File: src/rtl/dsp_pkg.sv
// Shared DSP definitions for the Q1.15 datapath blocks.
// Contents:
//   Q15_MAX / Q15_MIN : saturation limits of a signed Q1.15 value
//   cplx_q15_t        : packed complex sample, re in the upper half
//   rr_next           : round-robin pointer increment with wrap at n
package dsp_pkg;

  localparam logic signed [15:0] Q15_MAX = 16'sh7FFF;
  localparam logic signed [15:0] Q15_MIN = 16'sh8000;

  typedef struct packed {
    logic signed [15:0] re;
    logic signed [15:0] im;
  } cplx_q15_t;

  // Next round-robin position after ptr, wrapping back to 0 at n.
  function automatic int rr_next(input int ptr, input int n);
    if (ptr + 1 >= n) begin
      return 0;
    end
    return ptr + 1;
  endfunction

endpackage

File: src/rtl/cmul.sv
// Combinational Q1.15 complex multiplier.
// Ports:
//   a_real, a_imag : operand A, signed Q1.15
//   b_real, b_imag : operand B, signed Q1.15
//   y_real, y_imag : A*B, signed Q1.15
// Each partial product is brought back to Q1.15 on its own (truncate and
// saturate); the final add/subtract wraps in 16 bits.
module cmul
  import dsp_pkg::*;
#(
  parameter int DATA_WIDTH = 16
) (
  input  logic signed [DATA_WIDTH-1:0] a_real,
  input  logic signed [DATA_WIDTH-1:0] a_imag,
  input  logic signed [DATA_WIDTH-1:0] b_real,
  input  logic signed [DATA_WIDTH-1:0] b_imag,
  output logic signed [DATA_WIDTH-1:0] y_real,
  output logic signed [DATA_WIDTH-1:0] y_imag
);

  // Q2.30 -> Q1.15: arithmetic shift drops the fraction (truncation toward
  // minus infinity); only -1 * -1 can exceed the range and clamps to Q15_MAX.
  function automatic logic signed [15:0] sat_q15(input logic signed [31:0] prod);
    logic signed [31:0] shifted;
    shifted = prod >>> 15;
    if (shifted > 32'sd32767) begin
      return Q15_MAX;
    end else if (shifted < -32'sd32768) begin
      return Q15_MIN;
    end
    return shifted[15:0];
  endfunction

  logic signed [2*DATA_WIDTH-1:0] p_rr, p_ii, p_ri, p_ir;
  logic signed [DATA_WIDTH-1:0]   s_rr, s_ii, s_ri, s_ir;

  assign p_rr = 32'(a_real) * 32'(b_real);
  assign p_ii = 32'(a_imag) * 32'(b_imag);
  assign p_ri = 32'(a_real) * 32'(b_imag);
  assign p_ir = 32'(a_imag) * 32'(b_real);

  assign s_rr = sat_q15(p_rr);
  assign s_ii = sat_q15(p_ii);
  assign s_ri = sat_q15(p_ri);
  assign s_ir = sat_q15(p_ir);

  assign y_real = s_rr - s_ii;
  assign y_imag = s_ri + s_ir;

endmodule

File: src/rtl/cmul_arbiter.sv
// Round-robin arbiter feeding a shared Q1.15 complex multiplier through a
// two-stage pipeline (S1 operand register, S2 output register).
// Ports:
//   clk, rst                 : clock, synchronous active-high reset
//   req_valid / req_ready    : per-requester handshake (one-hot ready)
//   req_{a,b}_{real,imag}    : flattened operands, requester i at [i*DW +: DW]
//   out_valid / out_ready    : result handshake with backpressure
//   out_real, out_imag       : Q1.15 product
//   out_id                   : index of the requester that issued the result
//   busy                     : either pipeline stage holds valid data
module cmul_arbiter
  import dsp_pkg::*;
#(
  parameter int DATA_WIDTH = 16,
  parameter int NUM_REQ    = 4,
  parameter int ID_W       = $clog2(NUM_REQ)
) (
  input  logic                          clk,
  input  logic                          rst,
  input  logic [NUM_REQ-1:0]            req_valid,
  output logic [NUM_REQ-1:0]            req_ready,
  input  logic [NUM_REQ*DATA_WIDTH-1:0] req_a_real,
  input  logic [NUM_REQ*DATA_WIDTH-1:0] req_a_imag,
  input  logic [NUM_REQ*DATA_WIDTH-1:0] req_b_real,
  input  logic [NUM_REQ*DATA_WIDTH-1:0] req_b_imag,
  output logic                          out_valid,
  input  logic                          out_ready,
  output logic [DATA_WIDTH-1:0]         out_real,
  output logic [DATA_WIDTH-1:0]         out_imag,
  output logic [ID_W-1:0]               out_id,
  output logic                          busy
);

  logic                  adv;
  logic                  xfer;
  logic                  found;
  logic [ID_W-1:0]       rr_ptr;
  logic [ID_W-1:0]       grant_idx;
  logic [NUM_REQ-1:0]    grant;
  cplx_q15_t             sel_a, sel_b;
  cplx_q15_t             s1_a, s1_b;
  logic                  s1_valid;
  logic [ID_W-1:0]       s1_id;
  logic [DATA_WIDTH-1:0] prod_real, prod_imag;

  // Both stages move together; the only stall source is the output register.
  assign adv = !out_valid || out_ready;

  // Priority search from rr_ptr upward with wrap, done as two ordered passes:
  // first the indices at or above the pointer, then the ones below it.
  always_comb begin
    grant     = '0;
    grant_idx = '0;
    found     = 1'b0;
    for (int i = 0; i < NUM_REQ; i++) begin
      if (!found && req_valid[i] && (ID_W'(i) >= rr_ptr)) begin
        found     = 1'b1;
        grant[i]  = 1'b1;
        grant_idx = ID_W'(i);
      end
    end
    for (int i = 0; i < NUM_REQ; i++) begin
      if (!found && req_valid[i] && (ID_W'(i) < rr_ptr)) begin
        found     = 1'b1;
        grant[i]  = 1'b1;
        grant_idx = ID_W'(i);
      end
    end
  end

  assign req_ready = rst ? '0 : (grant & {NUM_REQ{adv}});
  assign xfer      = found && adv && !rst;

  // Operand mux for the granted requester.
  always_comb begin
    sel_a = '0;
    sel_b = '0;
    for (int i = 0; i < NUM_REQ; i++) begin
      if (grant[i]) begin
        sel_a.re = req_a_real[i*DATA_WIDTH +: DATA_WIDTH];
        sel_a.im = req_a_imag[i*DATA_WIDTH +: DATA_WIDTH];
        sel_b.re = req_b_real[i*DATA_WIDTH +: DATA_WIDTH];
        sel_b.im = req_b_imag[i*DATA_WIDTH +: DATA_WIDTH];
      end
    end
  end

  cmul #(
    .DATA_WIDTH(DATA_WIDTH)
  ) u_cmul (
    .a_real(s1_a.re),
    .a_imag(s1_a.im),
    .b_real(s1_b.re),
    .b_imag(s1_b.im),
    .y_real(prod_real),
    .y_imag(prod_imag)
  );

  // Pointer, S1 and S2 registers. A reset drops anything in flight.
  always_ff @(posedge clk) begin
    if (rst) begin
      rr_ptr    <= '0;
      s1_valid  <= 1'b0;
      s1_id     <= '0;
      s1_a      <= '0;
      s1_b      <= '0;
      out_valid <= 1'b0;
      out_real  <= '0;
      out_imag  <= '0;
      out_id    <= '0;
    end else begin
      if (xfer) begin
        rr_ptr <= ID_W'(rr_next(int'(grant_idx), NUM_REQ));
      end
      if (adv) begin
        s1_valid  <= xfer;
        s1_id     <= grant_idx;
        s1_a      <= sel_a;
        s1_b      <= sel_b;
        out_valid <= s1_valid;
        out_real  <= prod_real;
        out_imag  <= prod_imag;
        out_id    <= s1_id;
      end
    end
  end

  assign busy = s1_valid | out_valid;

endmodule

File: config.mk
export PLATFORM = sky130hd
export DESIGN_NAME = cmul_arbiter
export DESIGN_NICKNAME = d
export VERILOG_FILES = /design/src/rtl/dsp_pkg.sv /design/src/rtl/cmul.sv /design/src/rtl/cmul_arbiter.sv
export SDC_FILE = /design/constraint.sdc
export NUM_CORES = 2
export LEC_CHECK = 0
export BUFFER_PORTS_ARGS = -buffer_cell sky130_fd_sc_hd__clkbuf_2
export CAP_MARGIN = 20
export CORE_UTILIZATION = 35
export CTS_BUF_LIST = sky130_fd_sc_hd__clkbuf_4 sky130_fd_sc_hd__clkbuf_8 sky130_fd_sc_hd__clkbuf_16
export DETAILED_ROUTE_END_ITERATION = 8
export SYNTH_ARGS = -nofsm -noshare
export SYNTH_HDL_FRONTEND = slang
export SYNTH_HIERARCHICAL = 1
export SYNTH_SLANG_ARGS = --single-unit
export TNS_END_PERCENT = 5
File: constraint.sdc
create_clock -name clk -period 11.5 [get_ports clk]
set_input_delay 3.45 -clock clk [delete_from_list [all_inputs] [get_ports clk]]
set_output_delay 3.45 -clock clk [all_outputs]
set_load 0.05 [all_outputs]
# [After elaboration in Yosys (flattened, before gate mapping)]
# Index checks and enable logic that the tools add are counted.
[word_totals] register_bits=104 output_inout_bits=40
[classes] addsub=3 n_mul=4 magnitude_cmp=17 muxes=55 bitwise=2 n_reduce_logical=27
[ops] operator="$mux W32" n=8
[ops] operator="$mux W16" n=12
[ops] operator="$mul A16 B16 Y32" n=4
[ops] operator="$gt A17 B16 Y1 const B" n=4
[ops] operator="$lt A17 B16 Y1 const B" n=4
[ops] operator="$mux W1" n=27
[ops] operator="$logic_and A1 B1 Y1" n=17
[ops] operator="$add A16 B16 Y16" n=1
[ops] operator="$sub A16 B16 Y16" n=1
[ops] operator="$mux W2" n=7
[ops] operator="$logic_not A1 Y1" n=9
[ops] operator="$and A4 B4 Y4" n=1
[ops] operator="$ge A1 B2 Y1 const A" n=2
[ops] operator="$ge A2 B2 Y1 const A" n=2
[ops] operator="$lt A1 B2 Y1 const A" n=2
[ops] operator="$lt A2 B2 Y1 const A" n=2
[ops] operator="$mux W4" n=1
[ops] operator="$add A2 B1 Y3 const B" n=1
[ops] operator="$ge A3 B3 Y1 const B" n=1
[ops] operator="$logic_or A1 B1 Y1" n=1
[ops] operator="$or A1 B1 Y1" n=1

# [Depth between registers and ports, before layout]
[depth] word_depth=37 depth_mapped=41 mapped_depth_nobuf=38

# [Modules after synthesis]
# The synthesis kept the hierarchy.
[by_module_without_submodules] module="cmul" n_inst=1 cells_per_inst=4289 area_each_um2=39102.5 seq_area_each_um2=0.0
[by_module_without_submodules] module="cmul_arbiter" n_inst=1 cells_per_inst=672 area_each_um2=6175.9 seq_area_each_um2=2082.0

# [Worst setup path after synthesis]
# OpenSTA, ideal clock, no wires.
[synth_path] path_kind="register to register" start="register s1_a[31] in the netlist's numbering" end="register out_real[14]" setup_ns=0.070 arrival_time_ns=9.018 required_ns=11.430 path_slack_ns=2.412 stages_incl_launch_ff=37 path_buffers=2 cell_sequence="dfxtp_1 -> clkbuf_1 -> nand2_1 -> inv_1 -> fa_1 -> fa_1 -> fa_1 -> fa_1 -> fa_1 -> fa_1 -> ha_1 -> a21o_1 -> a21o_1 -> a21o_1 -> o21a_1 -> or3_1 -> nor3_1 -> o31ai_1 -> nor3b_1 -> a31o_2 -> clkbuf_1 -> a21o_1 -> ha_1 -> inv_1 -> fa_1 -> a21o_1 -> a21oi_1 -> o21bai_1 -> a21oi_1 -> o21bai_1 -> a211oi_1 -> o21ai_0 -> a31o_2 -> a21oi_1 -> xnor2_1 -> nand2_1 -> a21oi_1"
[synth_via] elab_chain_cells=6 word_cells_on_any_way=8 classes_between="1 x add/sub; 1 x mul; 2 x order compare; 4 x mux"
[synth_rtl] item="from (decl)" line="cmul_arbiter.sv:41" text="cplx_q15_t s1_a, s1_b;"
[synth_rtl] item="from (signal assigned)" line="cmul_arbiter.sv:118" text="s1_a <= sel_a;"
[synth_rtl] item="$mul A16 B16 Y32 *" line="cmul.sv:37" text="assign p_rr = 32'(a_real) * 32'(b_real);"
[synth_rtl] item="$lt A17 B16 Y1" line="cmul.sv:28" text="end else if (shifted < -32'sd32768) begin"
[synth_rtl] item="$mux W1" line="cmul.sv:28"
[synth_rtl] item="$mux W1" line="cmul.sv:26" text="if (shifted > 32'sd32767) begin"
[synth_rtl] item="$mux W16 *" line="cmul.sv:31" text="return shifted[15:0];"
[synth_rtl] item="$sub A16 B16 Y16 *" line="cmul.sv:47" text="assign y_real = s_rr - s_ii;"
[synth_rtl] item="named net prod_real[14]" line="cmul_arbiter.sv:44" text="logic [DATA_WIDTH-1:0] prod_real, prod_imag;"
[synth_rtl] item="to (signal assigned)" line="cmul_arbiter.sv:121" text="out_real <= prod_real;"
[synth_rtl] item="to (decl)" line="cmul_arbiter.sv:28" text="output logic [DATA_WIDTH-1:0] out_real,"
# Mark *: on every way through the listed nets, which the timed path passes. The rest lies on a longest branch.
# A chain may end at the register's enable or synchronous reset.

# [Worst setup path after layout]
[layout_path] start="register s1_a[8] in the netlist's numbering" end="register out_real[14]"
[layout_via] elab_chain_cells=6 word_cells_on_any_way=8 classes_between="1 x add/sub; 1 x mul; 2 x order compare; 4 x mux"
[layout_rtl] item="$mul A16 B16 Y32 *" line="cmul.sv:38" text="assign p_ii = 32'(a_imag) * 32'(b_imag);"
[layout_rtl] item="$lt A17 B16 Y1" line="cmul.sv:28"
[layout_rtl] item="$mux W1" line="cmul.sv:28"
[layout_rtl] item="$mux W1" line="cmul.sv:26"
[layout_rtl] item="$mux W16 *" line="cmul.sv:31"
[layout_rtl] item="$sub A16 B16 Y16 *" line="cmul.sv:47"
[layout_rtl] item="named net prod_real[14]" line="cmul_arbiter.sv:44"
# Marks and branches as above.

==> summary.md <==
| Metric | Value |
|---|---|
| CTS tree | yes |
| Vias in the first global route | 36531 |
| Commonest non-fill, non-tap cell in the layout | inv_1 |
| Syn avg cell area | 9.127 sq um |
| Final WL | around 130000 um |
| Share of layout cells above drive strength 1 | 10.81% |
| Clock Skew | 29.66 ps |
| Root Buffer | clkbuf_16 |
| Delay-heaviest family, CP | compound AO/OA/AOI/OAI gates |
| Initial Utilization | a little over a third |
| Proportion of netlist area held by the largest area contributor | a little under half |
| Clk_lat worst skew | 430 ps |
| Ys Warns | 6 |
| Buf/Inv on CP | 3 |
| CTS-repair resized insts | 0 |
| Seq/Total Area, Yosys | approximately 4.6% |
| Clk sink count | between 100 and 150 |
| Syn Inst Count | roughly 5000 |
| Pre-antenna DRT Iters | 5 |
| Fraction of registers with async set/reset | 0% |
| Number of post-CTS setup repair buffers | 0 |
| Max Root-Sink Buffers | 2 |
| # IOs | 303 |
| Routability cong. | around 0.9 |
| DP HPWL | 105300 um |
| Setup Crit Path Kind | reg2reg |
| Max cap viols | 0 |
| Final setup fails | 0 |
| Critical Path RT | roughly 12000 ps |
| H-Tree Depth | 3 |
| Unique cell type count in the Yosys netlist | 74 |
| Critical-path top delay cell | dfxtp_1 |
| Final TNS setup | 0 ps |
| Status | complete, no violations |
| Hold_buf cts | 0 |
| Most frequent CP cell | fa_1 |
| Dominant synthesized flop cell | dfxtp_1 |
| DRC | 0 |
| Worst Path Arrival | about 11000 ps |
| Post-synth EDFFs | 0 |
| Final Max Slew Viols | 0 |
| Hold Path Class | reg2reg |
| Synth area leader | fa_1 |
| Largest stage delay on the critical path | 850 ps |
| Die Span Y | 361.7 um |
| Highest Clock Rate | 0.09453 GHz |
| Max_slew headroom | between 20% and 30% |
| Fin nets | just under 7000 |
| Netlist Area Pre-Place | 0.04528 sq mm |
| Grt total ovfl | 0 |
| Buffers on Ports | ~300 |
| Largest net degree at the start of global routing | between 80 and 90 |
| Routed via count | 33828 |
| Die X | approximately 360 um |
| Rows | around 130 |
| Worst-path clk slew | around 90 ps |
| Final hold violation count | 0 |
| Crit path launch type | flip-flop |
| Minimum clock period | 10580 ps |
| CTS buffer count | 9 |
| Gr usage total | 20.78% |
| Drt wl/cell | between 15 and 20 um |
| Die Footprint | 0.1308 sq mm |
| First-pass GRT wire length | about 210000 um |
| Layout area overhead | 7.956% |
| Register bit count reported by yosys | 104 |
| Core ar. | between 0.1 and 0.15 sq mm |
| RSZ-0062 raised after global routing | false |
| Most frequent cells in the layout | inv_1, fa_1, nand2_1, and2_1, ha_1 |
| DRT iter0 DRCs | around 2100 |
| Top cells by area, synth | fa_1, inv_1, ha_1 |
| CP Capture Type | flip-flop |
| Antenna violations before repair | 2 |
| Crit path max fanout | 19 |
| Vias per inst | 4.955 |
| Syn nets | approximately 6600 |
| Part of the cycle the worst path needs | 91.99% |
| Slew @ Worst Pin | 1156 ps |
| Detail Route Antenna Nets | 0 |
==> per-stage QoR <==
step	utilization [%]	hold slack, ps	std cells	worst slack [ps]	area, sq um
6_report	38.18	444.4	6827	921.6	48880
5_1_grt	38.18	467.5	6826	420.5	48880
4_1_cts	38.16	445.3	6824	1061	48840
3_3_place_gp	37.88	431.0	6806	1260	48500
3_5_place_dp	37.93	431.7	6808	1086	48550
2_1_floorplan	-	415.4	4961	2412	45280
==> metal layers <==
metal  GRT usage (%)  part of all wire [%]  vias to the layer above
li1                -                     -                    15131
met1           28.62                    44                    17600
met2           33.69                    47                      940
met3           3.006                   5.9                      157
met4           6.298                   3.2                        0
met5               0                     0                        -
==> worst min-delay path, stage by stage (launching register included) <==
cell,delay (ps)
dfxtp_1,320
nand2_1,50
nand2_1,40
==> flip-flops by register name (all words and copies together) (netlist names) <==
signal     count
out_id         2
s1_valid       1
out_real      16
s1_a          32
s1_b          32
out_valid      1
s1_id          2
rr_ptr         2
out_imag      16
==> path summary, 6_finish.rpt <==
check / start / end / slack, ps / cells after the start
worst max-delay path: s1_a[8] / out_real[14] / 920 / 34
worst max register to register: s1_a[8] / out_real[14] / 920 / 34
worst min register to register: s1_id[0] / s1_id[0] / 440 / 2
worst min-delay path: s1_id[0] / s1_id[0] / 440 / 2
==> cell usage after synthesis (8+ instances only) <==
library cell / number
a211o_1: 25
a211oi_1: 13
a21o_1: 46
a21oi_1: 134
a221oi_2: 59
a31oi_1: 47
and2_1: 533
buf_1: 8
buf_2: 25
buf_6: 9
clkbuf_1: 225
dfxtp_1: 104
fa_1: 1046
ha_1: 346
inv_1: 1165
maj3_2: 10
nand2_1: 564
nand2b_1: 25
nand3_1: 16
nand4_1: 14
nor2_1: 136
nor2b_1: 8
nor3_1: 19
o21a_1: 13
o21ai_0: 46
o21bai_1: 31
o22ai_1: 21
o32ai_2: 40
xnor2_1: 96
xor2_1: 35
==> area by class of cell <==
cell class | instances | area [sq um]
Timing Repair Buffer | 394 | 2265
Tap cell | 1729 | 2163
Sequential cell | 104 | 2083
Antenna cell | 1 | 2.502
Multi-Input combinational cell | 3418 | 37700
Fill cell | 12984 | 79130
Clock inverter | 6 | 60.06
Clock buffer | 10 | 232.7
Inverter | 1165 | 4373
==> kinds of logic (layout without fill, tap and decap cells) <==
kind of cell               after synthesis  after routing  share of synthesized area (%)
AOI/OAI and AO/OA                      533            533                          9.719
adders and majority gates             1407           1407                          56.17
DFF                                    104            104                          4.598
other                                    0              1                              0
and+or+nand+nor                       1344           1344                          14.67
buffers and inverters                 1439           1575                          12.21
xor gates and xnor gates               133            133                          2.620
muxes                                    1              1                        0.02211
Power is left out: the tool's default activity adds up to more than one toggle a clock period on the data nets, which glitch-free logic cannot reach.
